File: src/rtl/eager_fork_pkg.sv
// Shared handshake package used by the fork, join and merge units.
// Contents:
//   HS_MAX_SIZE    - largest legal channel count of a multi-channel unit
//   hs_chan_width  - physical payload width of a channel; a dataless
//                    (DATA_WIDTH == 0) channel still carries a 1-bit port
package eager_fork_pkg;

  localparam int HS_MAX_SIZE = 32;

  // Dataless channels keep a 1-bit payload port so port lists stay uniform.
  function automatic int hs_chan_width(input int data_width);
    if (data_width == 0) begin
      return 1;
    end else begin
      return data_width;
    end
  endfunction

endpackage

File: src/rtl/eager_fork_register_block.sv
// Per-output tracking slice of the eager fork.
// Remembers whether this output has already taken the current token, so the
// output is never offered the same token twice.
// Ports:
//   clk, rst    - clock and asynchronous active-low reset
//   ins_valid   - upstream token present
//   outs_ready  - this output's ready
//   fire        - the input token is consumed this cycle
//   outs_valid  - this output's valid
//   done        - this output has taken, or is taking, the current token
module eager_fork_register_block (
  input  logic clk,
  input  logic rst,
  input  logic ins_valid,
  input  logic outs_ready,
  input  logic fire,
  output logic outs_valid,
  output logic done
);

  logic sent_r;

  assign outs_valid = ins_valid & ~sent_r;
  assign done       = sent_r | outs_ready;

  // Sent flag: set on this output's transfer, cleared once the whole token is consumed.
  always_ff @(posedge clk or negedge rst) begin
    if (!rst) begin
      sent_r <= 1'b0;
    end else if (fire) begin
      sent_r <= 1'b0;
    end else begin
      sent_r <= sent_r | (outs_valid & outs_ready);
    end
  end

endmodule

File: src/rtl/eager_fork.sv
// Eager fork: replicates one input token onto SIZE output channels. Each
// output may take its copy in a different cycle; the input is consumed in the
// cycle the last outstanding output accepts. No payload storage, zero-latency
// forward path; outs_ready -> ins_ready is combinational by design.
// Ports:
//   clk, rst    - clock and asynchronous active-low reset
//   ins         - input payload (1 bit wide and ignored when DATA_WIDTH == 0)
//   ins_valid   - input token present
//   ins_ready   - input consumed this cycle when ins_valid is also high
//   outs        - SIZE copies of ins; slice i is output i
//   outs_valid  - per-output valid
//   outs_ready  - per-output ready
//   stall_cnt   - (EAGER_FORK_STALL_CNT_EN only) saturating count of cycles
//                 with ins_valid high and ins_ready low
// Optional feature macro: EAGER_FORK_STALL_CNT_EN
module eager_fork
  import eager_fork_pkg::*;
#(
  parameter int SIZE       = 2,
  parameter int DATA_WIDTH = 32
) (
  input  logic                                     clk,
  input  logic                                     rst,
  input  logic [hs_chan_width(DATA_WIDTH)-1:0]      ins,
  input  logic                                     ins_valid,
  output logic                                     ins_ready,
  output logic [SIZE*hs_chan_width(DATA_WIDTH)-1:0] outs,
  output logic [SIZE-1:0]                          outs_valid,
  input  logic [SIZE-1:0]                          outs_ready
`ifdef EAGER_FORK_STALL_CNT_EN
  ,
  output logic [31:0]                              stall_cnt
`endif
);

  if ((SIZE < 1) || (SIZE > HS_MAX_SIZE)) begin : g_bad_size
    $error("eager_fork: SIZE out of range");
  end

  logic [SIZE-1:0] done_s;
  logic            fire_s;

  assign outs      = {SIZE{ins}};
  assign ins_ready = &done_s;
  assign fire_s    = ins_valid & ins_ready;

  for (genvar i = 0; i < SIZE; i++) begin : g_out
    eager_fork_register_block u_reg (
      .clk        (clk),
      .rst        (rst),
      .ins_valid  (ins_valid),
      .outs_ready (outs_ready[i]),
      .fire       (fire_s),
      .outs_valid (outs_valid[i]),
      .done       (done_s[i])
    );
  end

`ifdef EAGER_FORK_STALL_CNT_EN
  logic [31:0] stall_cnt_r;

  assign stall_cnt = stall_cnt_r;

  // Profiling counter: cycles a token waits on at least one output, saturating.
  always_ff @(posedge clk or negedge rst) begin
    if (!rst) begin
      stall_cnt_r <= 32'd0;
    end else if (ins_valid && !ins_ready && (stall_cnt_r != 32'hFFFF_FFFF)) begin
      stall_cnt_r <= stall_cnt_r + 32'd1;
    end else begin
      stall_cnt_r <= stall_cnt_r;
    end
  end
`endif

endmodule
File: config.mk
export PLATFORM = sky130hd
export DESIGN_NAME = eager_fork
export DESIGN_NICKNAME = d
export VERILOG_FILES = /design/src/rtl/eager_fork_pkg.sv /design/src/rtl/eager_fork_register_block.sv /design/src/rtl/eager_fork.sv
export SDC_FILE = /design/constraint.sdc
export NUM_CORES = 1
export LEC_CHECK = 0
export BUFFER_PORTS_ARGS = -buffer_cell sky130_fd_sc_hd__buf_2
export CORE_MARGIN = 8
export CORE_UTILIZATION = 24
export CTS_BUF_LIST = sky130_fd_sc_hd__clkbuf_16
export DETAILED_ROUTE_END_ITERATION = 8
export PLACE_DENSITY = 0.75
export SYNTH_ARGS = -nofsm -noshare
export SYNTH_HDL_FRONTEND = slang
export SYNTH_SLANG_ARGS = --single-unit
File: constraint.sdc
create_clock -name clk -period 0.8 [get_ports clk]
set_input_delay 0.16 -clock clk [delete_from_list [all_inputs] [get_ports clk]]
set_output_delay 0.16 -clock clk [all_outputs]
set_load 0.02 [all_outputs]
==> After elaboration in Yosys (flattened, before gate mapping) <==
Index checks and enable logic that the tools add are counted.
{ "word_totals": {"regBits": 2, "latch_bits": 0, "mem_bits_rw": 0, "rom_bits": 0, "inputBits": 37, "wordCells": 16, "n_memories": 0} }
{ "classes": {"n_addsub": 0, "n_mul": 0, "n_div": 0, "n_lt_le_gt_ge": 0, "n_eq_ne": 0, "shift": 0, "muxes": 2, "n_bitwise": 11, "n_reduce_logical": 1} }
{ "ops": {"columns": ["operator", "n"], "rows": [
  ["1-bit bitwise AND", 5],
  ["1-bit OR", 4],
  ["1-bit 2-to-1 mux", 2],
  ["1-bit inverter", 2],
  ["2-bit AND reduction", 1]
]} }

==> Logic depth before layout (Yosys ltp) <==
Gate-level depths: netlist (run 1).
{ "depth": {"ltp_word": 5, "mapped_depth": 2, "ltp_nobuf": 2} }

==> Cells and area by module <==
Synthesis (run 1) repeated with hierarchy kept, for this count alone.
{ "hier_totals": {"hier_cells": 76, "area_unflattened_um2": 585.6} }
{ "by_module_without_submodules": {"columns": ["mod", "instances", "cells_each", "area_each_um2", "seq_area_each_um2"], "rows": [
  ["eager_fork", 1, 66, 493.0, 0.0],
  ["eager_fork_register_block", 2, 5, 46.3, 25.0]
]} }

==> Least setup slack after synthesis (run 1) <==
No wires, ideal clock.
{ "synth_path": {"kind": "reg-to-output", "start": "register g_out[1].u_reg.sent_r", "end": "output port outs_valid[1]", "arrival_ps": 704, "path_slack_ps": -64, "stages_incl_launch_ff": 3, "cell_sequence": "dfrtp_1 -> and2b_2 -> buf_4"} }
{ "synth_via": {"elab_chain_len": 2} }
{ "synth_lines": {"columns": ["element", "line", "source"], "rows": [
  ["from (decl)", "eager_fork_register_block.sv:21", "logic sent_r;"],
  ["from (signal assigned)", "eager_fork_register_block.sv:33", "sent_r <= sent_r | (outs_valid & outs_ready);"],
  ["1-bit inverter", "eager_fork_register_block.sv:23", "assign outs_valid = ins_valid & ~sent_r;"],
  ["1-bit bitwise AND", "eager_fork_register_block.sv:23", null],
  ["to (decl)", "eager_fork.sv:28", "output logic [SIZE-1:0] outs_valid,"]
]} }
Every way passes these cells.

==> Final worst setup path (run 1) <==
{ "layout_path": {"start": "register g_out[0].u_reg.sent_r", "end": "output port ins_ready"} }
{ "layout_via": {"elab_chain_len": 2} }
{ "layout_lines": {"columns": ["element", "line", "source"], "rows": [
  ["from (decl)", "eager_fork_register_block.sv:21", null],
  ["from (signal assigned)", "eager_fork_register_block.sv:33", null],
  ["1-bit OR", "eager_fork_register_block.sv:24", "assign done = sent_r | outs_ready;"],
  ["2-bit AND reduction", "eager_fork.sv:44", "assign ins_ready = &done_s;"],
  ["to (decl)", "eager_fork.sv:26", "output logic ins_ready,"]
]} }
Every way passes these cells.

==> results.toml, run 1 <==
[floorplan]
fp.dieH_um = 66.1
die_x_um = 66.1
core_area_um2 = 2430
dieArea_um2 = 4370
io_pins = 104
std_cell_rows = 18
start_util = 0.248

[clocking]
cts.htree.levels = 1
numCtsBuffers = 3
tritoncts = "yes"
clock-sinks = 2
worstSkewPairLatency_ns = 0.22
ctsLongestPathBuffers = 2
clkTransAtPathRegs_ns = 0.03
cts_root_buffer = "clkbuf_16"

[layout]
largest_reg_flops = 2
final_nets = 63
syn_to_final_growth_pct = -51.0
fin_util = 0.121
num_antenna_cells = 0
design_area_um2 = 295
reg.largest.list = "g_out.u_reg.sent_r (2)"
drive_above_1_share = 0.583
fillers = 281
top_register = "g_out.u_reg.sent_r"

[placed_design]
io_buffers = 7
gp_congestion = 0.650
dpl_cell_area_um2 = 195

[pwr]
max-vdd-ir-drop_v = 0.00143
leakagePower_nw = 0.129
total_power_w = 0.000987
p_per_area_nw_per_um2 = 3340

[setup_path]
worst-path-max-fanout = 4
reg2reg_depth = 2
critical_path_class = "register to output pin"
critPathLaunchType = "register"
cp.arrival_ns = 0.97
worstPathRequired_ns = 0.64
crit_path_end_kind = "output pin"

[route]
drt-initial-drc-count = 4
wl_um = 642
avgViaCountPerCell = 3.31
drc = 0
vias = 179
wl_per_cell_um = 11.9
drtPass1Iterations = 4
antenna_left = 0

[timing]
period_minus_slack_ns = 1.13
fin_skew_ns = 0.00231
finalSetupTns_ns = -0.863
fmax_ghz = 0.882
period_share = 1.42
finalSetupViolations = 3
worst_pin_slew_ns = 0.126
finalMaxSlewViolations = 0
fin_ws_ns = -0.334
rsz0062_at_grt = "yes"
slew_headroom = 0.916
finalHoldViolations = 0

[yosys]
yosysTopAreaCellShare = 0.822
synth_seq_cells = 2
yosysMostFrequentCell = "buf_4"
async_reset_ff_frac = 1.00
synth_cells = 77
syn_area_um2 = 603
yosys_warnings = 0
synth_area_leaders = "buf_4, dfrtp_1, o21a_1"
ys_top_cells_by_count = "buf_4, a21oi_1, dfrtp_1, nor2_1, o21a_1"
synth_edf_count = 0
synthFlopType = "dfrtp_1"
yosysUniqueCellTypes = 8
yosysTopAreaCell = "buf_4"
avgSynthCellArea_um2 = 7.83
ys_seq_area_frac = 0.0830
synthesis.nets = 114

[run_status]
failed_checks = "setup timing"
status = "finished with violations"

[run]
maxCapViolCount = 0

[global_routing]
grt.overflow.total = 0
antenna_found_initial = 0
grt_pass1_wl_um = 890
grt_util_all_layers = 0.0295
first_global_vias = 188
grt_max_degree = 5

[hold_path]
holdPathStages = 3
hold_path_class = "primary input to register"
==> final timing paths <==
path	slack [ns]	end	startpoint
setup reg to reg	0.07	g_out[0].u_reg.sent_r$_DFF_PN0_	g_out[1].u_reg.sent_r$_DFF_PN0_
hold reg to reg	0.54	g_out[1].u_reg.sent_r$_DFF_PN0_	g_out[1].u_reg.sent_r$_DFF_PN0_
hold / removal	0.23	g_out[0].u_reg.sent_r$_DFF_PN0_	outs_ready[1]
setup / recovery	-0.33	ins_ready	g_out[0].u_reg.sent_r$_DFF_PN0_
min in group asynchronous	0.27	g_out[1].u_reg.sent_r$_DFF_PN0_	rst
max in group asynchronous	0.43	g_out[0].u_reg.sent_r$_DFF_PN0_	rst
==> power breakdown <==
group,switching (W),internal (W)
registers,0.0000118,0.000115
logic,0.0000531,0.0000674
clock network,0.000105,0.000635
==> per-stage QoR <==
stage	hold slack [ns]	instances	setup slack (ns)
after floorplan	-0.136	77	-0.0504
after global placement	-0.0513	50	-0.110
after detailed placement	-0.0543	50	-0.126
after CTS	0.229	54	-0.340
after global routing	0.258	54	-0.363
final	0.228	54	-0.334
==> logic make-up after synthesis <==
kind of cell	synth area share
buffers and inverters	0.822
AOI/OAI and AO/OA	0.0581
and+or+nand+nor	0.0374
DFF	0.0830
==> cell type report <==
type / count / area, µm² / area share
multi-input combinational: 9 / 57.6 / 0.195
tap: 30 / 37.5 / 0.127
clock buffer: 3 / 75.1 / 0.254
sequential: 2 / 50.0 / 0.169
timing repair buffer: 10 / 75.1 / 0.254
==> per-layer routing <==
metal / vias up / routed length [µm] / GRT usage
met4: 0 / 108 / 0.0693
met2: 29 / 208 / 0.0277
met1: 58 / 138 / 0.0145
met5: - / 0 / 0
met3: 27 / 186 / 0.0373
li1: 65 / - / -
==> critical path: stages (launching register included) <==
cell and delay [ns]:
dfrtp_1 0.39, o22a_2 0.24, buf_6 0.13
==> timing repair <==
action | in CTS | in global routing
setup endpoints to repair | 3 | 3
resized for setup | 5 | 0
endpoints found under the hold margin | 2 | 0
hold buffers | 1 | 0
pin swaps | 0 | 0
setup buffers | 0 | 0
==> placed cells by master, fill, tap and decap left out, drive strengths merged <==
master       Yosys  routed
o21a             2       2
dfrtp            2       2
nor2             2       2
dlygate4sd3      0       1
a21oi            2       2
nor2b            1       1
o22a             1       1
clkbuf           0       3
and2b            1       1
buf             66       9
(Power assumes the default switching activity.)
==> inputs of run 2 (changes only) <==
GPL_TIMING_DRIVEN = 0   (was unset)
==> run 2 against run 1 <==
  * Global-route usage increased by 5.2 points
  * Final cell count grew to 3.4 times the previous value
  * Critical endpoint unchanged
  * Routed wire length grew to 3.2 times the previous value
  * Total power grew 64%
  * Setup slack gained 0.014 ns
  * Largest cell class unchanged
  * Clock-buffer cell count unchanged
  * Flip-flop and latch count stayed put
  * Highest routed layer unchanged
  * Critical path depth is the same
  * Design area rose to 3.7 times the previous value
  * First-iteration DRC count rose by 50%
  * Sequential share of layout area down 12 points
  * Hold slack lost 0.0077 ns
  * The flow still finishes with violations (setup timing)
==> results.toml, run 2 (same netlist as run 1, synthesis figures left out) <==
[run_status]
status = "finished with violations"
failed_checks = "setup timing"

[timing]
fin_skew_ns = 0.00116
fin_ws_ns = -0.321
fmax_ghz = 0.892
finalMaxSlewViolations = 0
rsz0062_at_grt = "yes"
period_share = 1.40
worst_pin_slew_ns = 0.130
finalSetupViolations = 4
slew_headroom = 0.913
period_minus_slack_ns = 1.12
finalHoldViolations = 0

[placed_design]
dpl.cell_count = 178
gp_congestion = 0.669
io_buffers = 71
dp_hpwl_mm = 1.84

[global_routing]
grt.overflow.total = 0
grt_pass1_wl_mm = 2.90
first_global_vias = 697
grt_util_all_layers = 0.0814
antenna_found_initial = 0
grt_max_degree = 7

[setup_path]
cp_num_buf_inv = 1
critPathLaunchType = "register"
r2r_start = "g_out[0].u_reg.sent_r$_DFF_PN0_"
critical_path_class = "register to output pin"
crit_path_end_kind = "output pin"
cpLargestDelayFamily = "flip-flops"
reg2reg_depth = 3
worstPathCellList = "o22a_2 -> buf_6"
reg2reg_to = "g_out[1].u_reg.sent_r$_DFF_PN0_"
cp_slowest_cell = "dfrtp_1"
r2r_slack_ns = -0.05
slowest_delay_ns = 0.38
worst-path-max-fanout = 3
cp.arrival_ns = 0.96
worstPathRequired_ns = 0.64

[route]
top_layer_used = "met4"
vias = 653
drc = 0
route.met2.wl_mm = 1.02
wl_mm = 2.02
m1WireLength_um = 569
antenna_left = 0
wl_per_cell_um = 11.2
drt-initial-drc-count = 6
wl_met3_um = 416
drtPass1Iterations = 4
avgViaCountPerCell = 3.61

[clocking]
tritoncts = "yes"
worstSkewPairLatency_ns = 0.22
numCtsBuffers = 3
clock-sinks = 2
clkTransAtPathRegs_ns = 0.03
cts.htree.levels = 1
ctsLongestPathBuffers = 2
cts_root_buffer = "clkbuf_16"

[layout]
layout_commonest_cell = "buf_2"
drive_above_1_share = 0.940
num_antenna_cells = 0
reg.largest.list = "g_out.u_reg.sent_r (2)"
layout_common_cells = "buf_2, buf_4, clkbuf_16, buf_6"
final_nets = 190
finalNonFillerCells = 181
top_register = "g_out.u_reg.sent_r"
syn_to_final_growth_pct = 81.7
largest_reg_flops = 2

[floorplan]
fp.dieH_um = 66.1
std_cell_rows = 18
start_util = 0.248
dieArea_um2 = 4370
die_x_um = 66.1
io_pins = 104
core_area_um2 = 2430

[pwr]
total_power_w = 0.00162
max-vdd-ir-drop_v = 0.000994
leakagePower_nw = 0.686
p_per_area_nw_per_um2 = 1480

[hold_path]
hold_end = "g_out[0].u_reg.sent_r$_DFF_PN0_"
holdPathStages = 3
min_from = "outs_ready[0]"
hold_path_class = "primary input to register"

[run]
maxCapViolCount = 0
-- run 2: changes by cell type in the layout (fill, tap and decap cells not counted) --
cell / before / now
buf_4: 3 / 65
buf_2: 4 / 68
buf_6: 2 / 3
a21oi_2: 0 / 1
a21oi_1: 2 / 1
-- run 2: worst max-delay path by stage --
| stage | depth (start not counted) | slack [ns] | startpoint | to |
|---|---|---|---|---|
| 3_5_place_dp | 3 | -0.20 | g_out[1].u_reg.sent_r$_DFF_PN0_ | outs_valid[1] |
| 2_1_floorplan | 2 | -0.05 | g_out[1].u_reg.sent_r$_DFF_PN0_ | outs_valid[1] |
| 6_report | 2 | -0.32 | g_out[0].u_reg.sent_r$_DFF_PN0_ | ins_ready |
| 3_3_place_gp | 3 | -0.20 | g_out[1].u_reg.sent_r$_DFF_PN0_ | outs_valid[1] |
| 4_1_cts | 2 | -0.32 | g_out[0].u_reg.sent_r$_DFF_PN0_ | ins_ready |
| 5_1_grt | 2 | -0.33 | g_out[0].u_reg.sent_r$_DFF_PN0_ | ins_ready |
-- run 2: cell type report --
type                       count  area (µm²)
buffer                        64         480
clock buffer                   3        75.1
fill                         250        1340
timing repair buffer          73         392
tap                           30        37.5
sequential                     2        50.0
multi-input combinational      9        61.3
-- run 2: where the power goes --
group	switching (W)	internal, W	total [W]
sequential	0.0000108	0.000115	0.000126
combinational	0.000368	0.000378	0.000746
clock	0.000111	0.000636	0.000747
total	0.000490	0.00113	0.00162
-- run 2: what timing repair did --
item                                   CTS  global route
hold buffers                             1             0
resized for setup                        7             0
setup buffers                            1             0
setup endpoints to repair                3             5
endpoints found under the hold margin    2             0
pin swaps                                0             1
-- run 2: layer usage --
| metal | vias to the layer above | track usage |
|---|---|---|
| met3 | 2 | 0.0525 |
| li1 | 321 | - |
| met4 | 0 | 0.0480 |
| met5 | - | 0 |
| met2 | 61 | 0.157 |
| met1 | 269 | 0.0559 |
-- run 2: stage by stage --
stage,setup TNS [ns],setup WS [ns],util,hold WS [ns],instance area (µm²)
after floorplan,-0.0546,-0.0504,-,-0.136,607
after global routing,-1.03,-0.334,0.451,0.246,1100
after global placement,-0.438,-0.199,0.411,-0.0535,1000
after CTS,-0.957,-0.321,0.451,0.220,1100
after detailed placement,-0.445,-0.199,0.411,-0.0520,1000
final,-0.919,-0.321,0.451,0.220,1100
-- run 2: worst reg2reg max path, stage by stage, from the launching register on --
cell,delay (ns)
dfrtp_1,0.38
buf_4,0.14
o21a_1,0.16
nor2_1,0.09
==> inputs of run 3 (changes only) <==
--- a/config.mk
+++ b/config.mk
@@ -14,2 +14,3 @@
 export PLACE_DENSITY = 0.75
+export REMOVE_ABC_BUFFERS = 1
 export SYNTH_ARGS = -nofsm -noshare
==> constraint.sdc (replaced) <==
create_clock -name clk -period 0.8 [get_ports clk]
set_input_delay 0.08 -clock clk [delete_from_list [all_inputs] [get_ports clk]]
set_output_delay 0.08 -clock clk [all_outputs]
set_load 0.02 [all_outputs]
==> run 3 against run 2 <==
  * Setup slack improved by 0.059 ns
  * The run still ends with setup timing left
  * Routed wire length increased by 39%
  * Clock skew increased by 0.0020 ns
  * Clock-buffer cell count unchanged
  * Non-clock buffer count decreased by 129
  * Clock power about the same
  * Highest routed layer unchanged
  * Hold slack got worse by 0.069 ns
  * Core utilization decreased by 34 points
  * Total power decreased by 39%
  * Global-route usage increased by 4.4 points
  * Via count decreased by 62%
==> results.toml, run 3 (same netlist as run 1, synthesis figures left out) <==
[clocking]
cts_root_buffer = "clkbuf_16"
numCtsBuffers = 3
ctsLongestPathBuffers = 2
tritoncts = "yes"
cts.htree.levels = 1
clock-sinks = 2
worstSkewPairLatency_ns = 0.22
post_cts_buffers = 0
clkTransAtPathRegs_ns = 0.03

[route]
drtPass1Iterations = 2
wl_per_cell_um = 54.3
vias = 248
drt-initial-drc-count = 8
wl_mm = 2.82
avgViaCountPerCell = 4.77
drc = 0
antenna_left = 0

[layout]
drive_above_1_share = 0.545
top_register = "g_out.u_reg.sent_r"
design_area_um2 = 280
multi_input_area_um2 = 57.6
finalNonFillerCells = 52
syn_to_final_growth_pct = -53.5
largest_reg_flops = 2
layout_common_cells = "buf_2, clkbuf_16"
ff_latch_area_um2 = 50.0
reg.largest.list = "g_out.u_reg.sent_r (2)"
fillers = 282
num_antenna_cells = 0
layout_commonest_cell = "buf_2"
final_nets = 61
fin_util = 0.115

[pwr]
p_per_area_nw_per_um2 = 3530
max-vdd-ir-drop_v = 0.000924
combPwrFrac = 0.117
clockPowerShare = 0.755
leakagePower_nw = 0.120
seq_power_share = 0.128
p_sw_w = 0.000178
swShare = 0.180
p_int_w = 0.000812
total_power_w = 0.000990

[setup_path]
critPathLaunchType = "register"
cpLargestDelayFamily = "flip-flops"
worst-path-max-fanout = 4
worstPathRequired_ns = 0.72
worstPathCellList = "o22a_2 -> buf_6"
cp.arrival_ns = 0.98
slowest_delay_ns = 0.39
reg2reg_depth = 2
crit_path_end_kind = "output pin"
critical_path_class = "register to output pin"
cp_slowest_cell = "dfrtp_1"
cp_num_buf_inv = 1
path_depth = 2

[run_status]
status = "finished with violations"
failed_checks = "setup timing"

[timing]
worst_pin_slew_ns = 0.126
period_minus_slack_ns = 1.06
finalSetupTns_ns = -0.631
fin_ws_ns = -0.262
slew_headroom = 0.916
rsz0062_at_grt = "yes"
fin_skew_ns = 0.00313
fmax_ghz = 0.941
period_share = 1.33
finalSetupViolations = 3
finalMaxSlewViolations = 0
finalHoldViolations = 0

[floorplan]
die_x_um = 66.1
core_area_um2 = 2430
std_cell_rows = 18
dieArea_um2 = 4370
io_pins = 104
fp.dieH_um = 66.1
start_util = 0.248

[hold_path]
hold_path_class = "primary input to register"
holdPathStages = 3

[placed_design]
dpl_cell_area_um2 = 180
gp_congestion = 0.781
dpl.cell_count = 48
io_buffers = 7

[global_routing]
grt_pass1_wl_mm = 3.35
grt_max_degree = 7
first_global_vias = 266
grt_util_all_layers = 0.125
antenna_found_initial = 0
grt.overflow.total = 0

[run]
maxCapViolCount = 0
==> run 3: layout make-up <==
cell class | count | area share
clock buffer | 3 | 0.268
multi-input combinational | 9 | 0.205
sequential | 2 | 0.179
tap | 30 | 0.134
timing repair buffer | 8 | 0.214
==> run 3: layer usage <==
layer / routed length (µm) / global-route usage / vias to the layer above
li1: - / - / 63
met1: 637 / 0.0839 / 93
met2: 962 / 0.131 / 84
met3: 1190 / 0.259 / 8
met4: 29 / 0.0400 / 0
met5: 0 / 0 / -
==> run 3: worst paths after layout <==
path | startpoint | endpoint | slack, ns
max | g_out[0].u_reg.sent_r$_DFF_PN0_ | ins_ready | -0.26
min | outs_ready[0] | g_out[1].u_reg.sent_r$_DFF_PN0_ | 0.15
max reg2reg | g_out[1].u_reg.sent_r$_DFF_PN0_ | g_out[0].u_reg.sent_r$_DFF_PN0_ | 0.05
min reg2reg | g_out[1].u_reg.sent_r$_DFF_PN0_ | g_out[1].u_reg.sent_r$_DFF_PN0_ | 0.56
max in group asynchronous | rst | g_out[0].u_reg.sent_r$_DFF_PN0_ | 0.51
min in group asynchronous | rst | g_out[1].u_reg.sent_r$_DFF_PN0_ | 0.19
==> run 3: power groups by stage <==
stage | logic (W) | clock network [W] | registers [W]
6_report | 0.000116 | 0.000748 | 0.000127
5_1_grt | 0.000128 | 0.000777 | 0.000129
4_1_cts | 0.000118 | 0.000767 | 0.000127
3_5_place_dp | 0.0000939 | 0 | 0.000128
3_3_place_gp | 0.0000913 | 0 | 0.000126
2_1_floorplan | 0.0000567 | 0 | 0.000125
==> run 3: worst register-to-register path, delay by kind of cell, from the launching register on <==
family          cells  cell delay (ns)
flops               1             0.39
simple gates        1             0.09
compound gates      1             0.19
==> run 3: what timing repair did <==
action                                  in CTS  in global routing
gates resized for setup                      5                  0
endpoints found under the setup margin       3                  3
endpoints found under the hold margin        2                  0
hold buffers                                 1                  0
==> run 3: through the flow <==
| stage | hold slack, ns | worst slack, ns |
|---|---|---|
| final | 0.151 | -0.262 |
| after detailed placement | -0.133 | -0.0530 |
| after global routing | 0.160 | -0.289 |
| after global placement | -0.134 | -0.0439 |
| after floorplan | -0.216 | 0.0171 |
| after CTS | 0.146 | -0.265 |
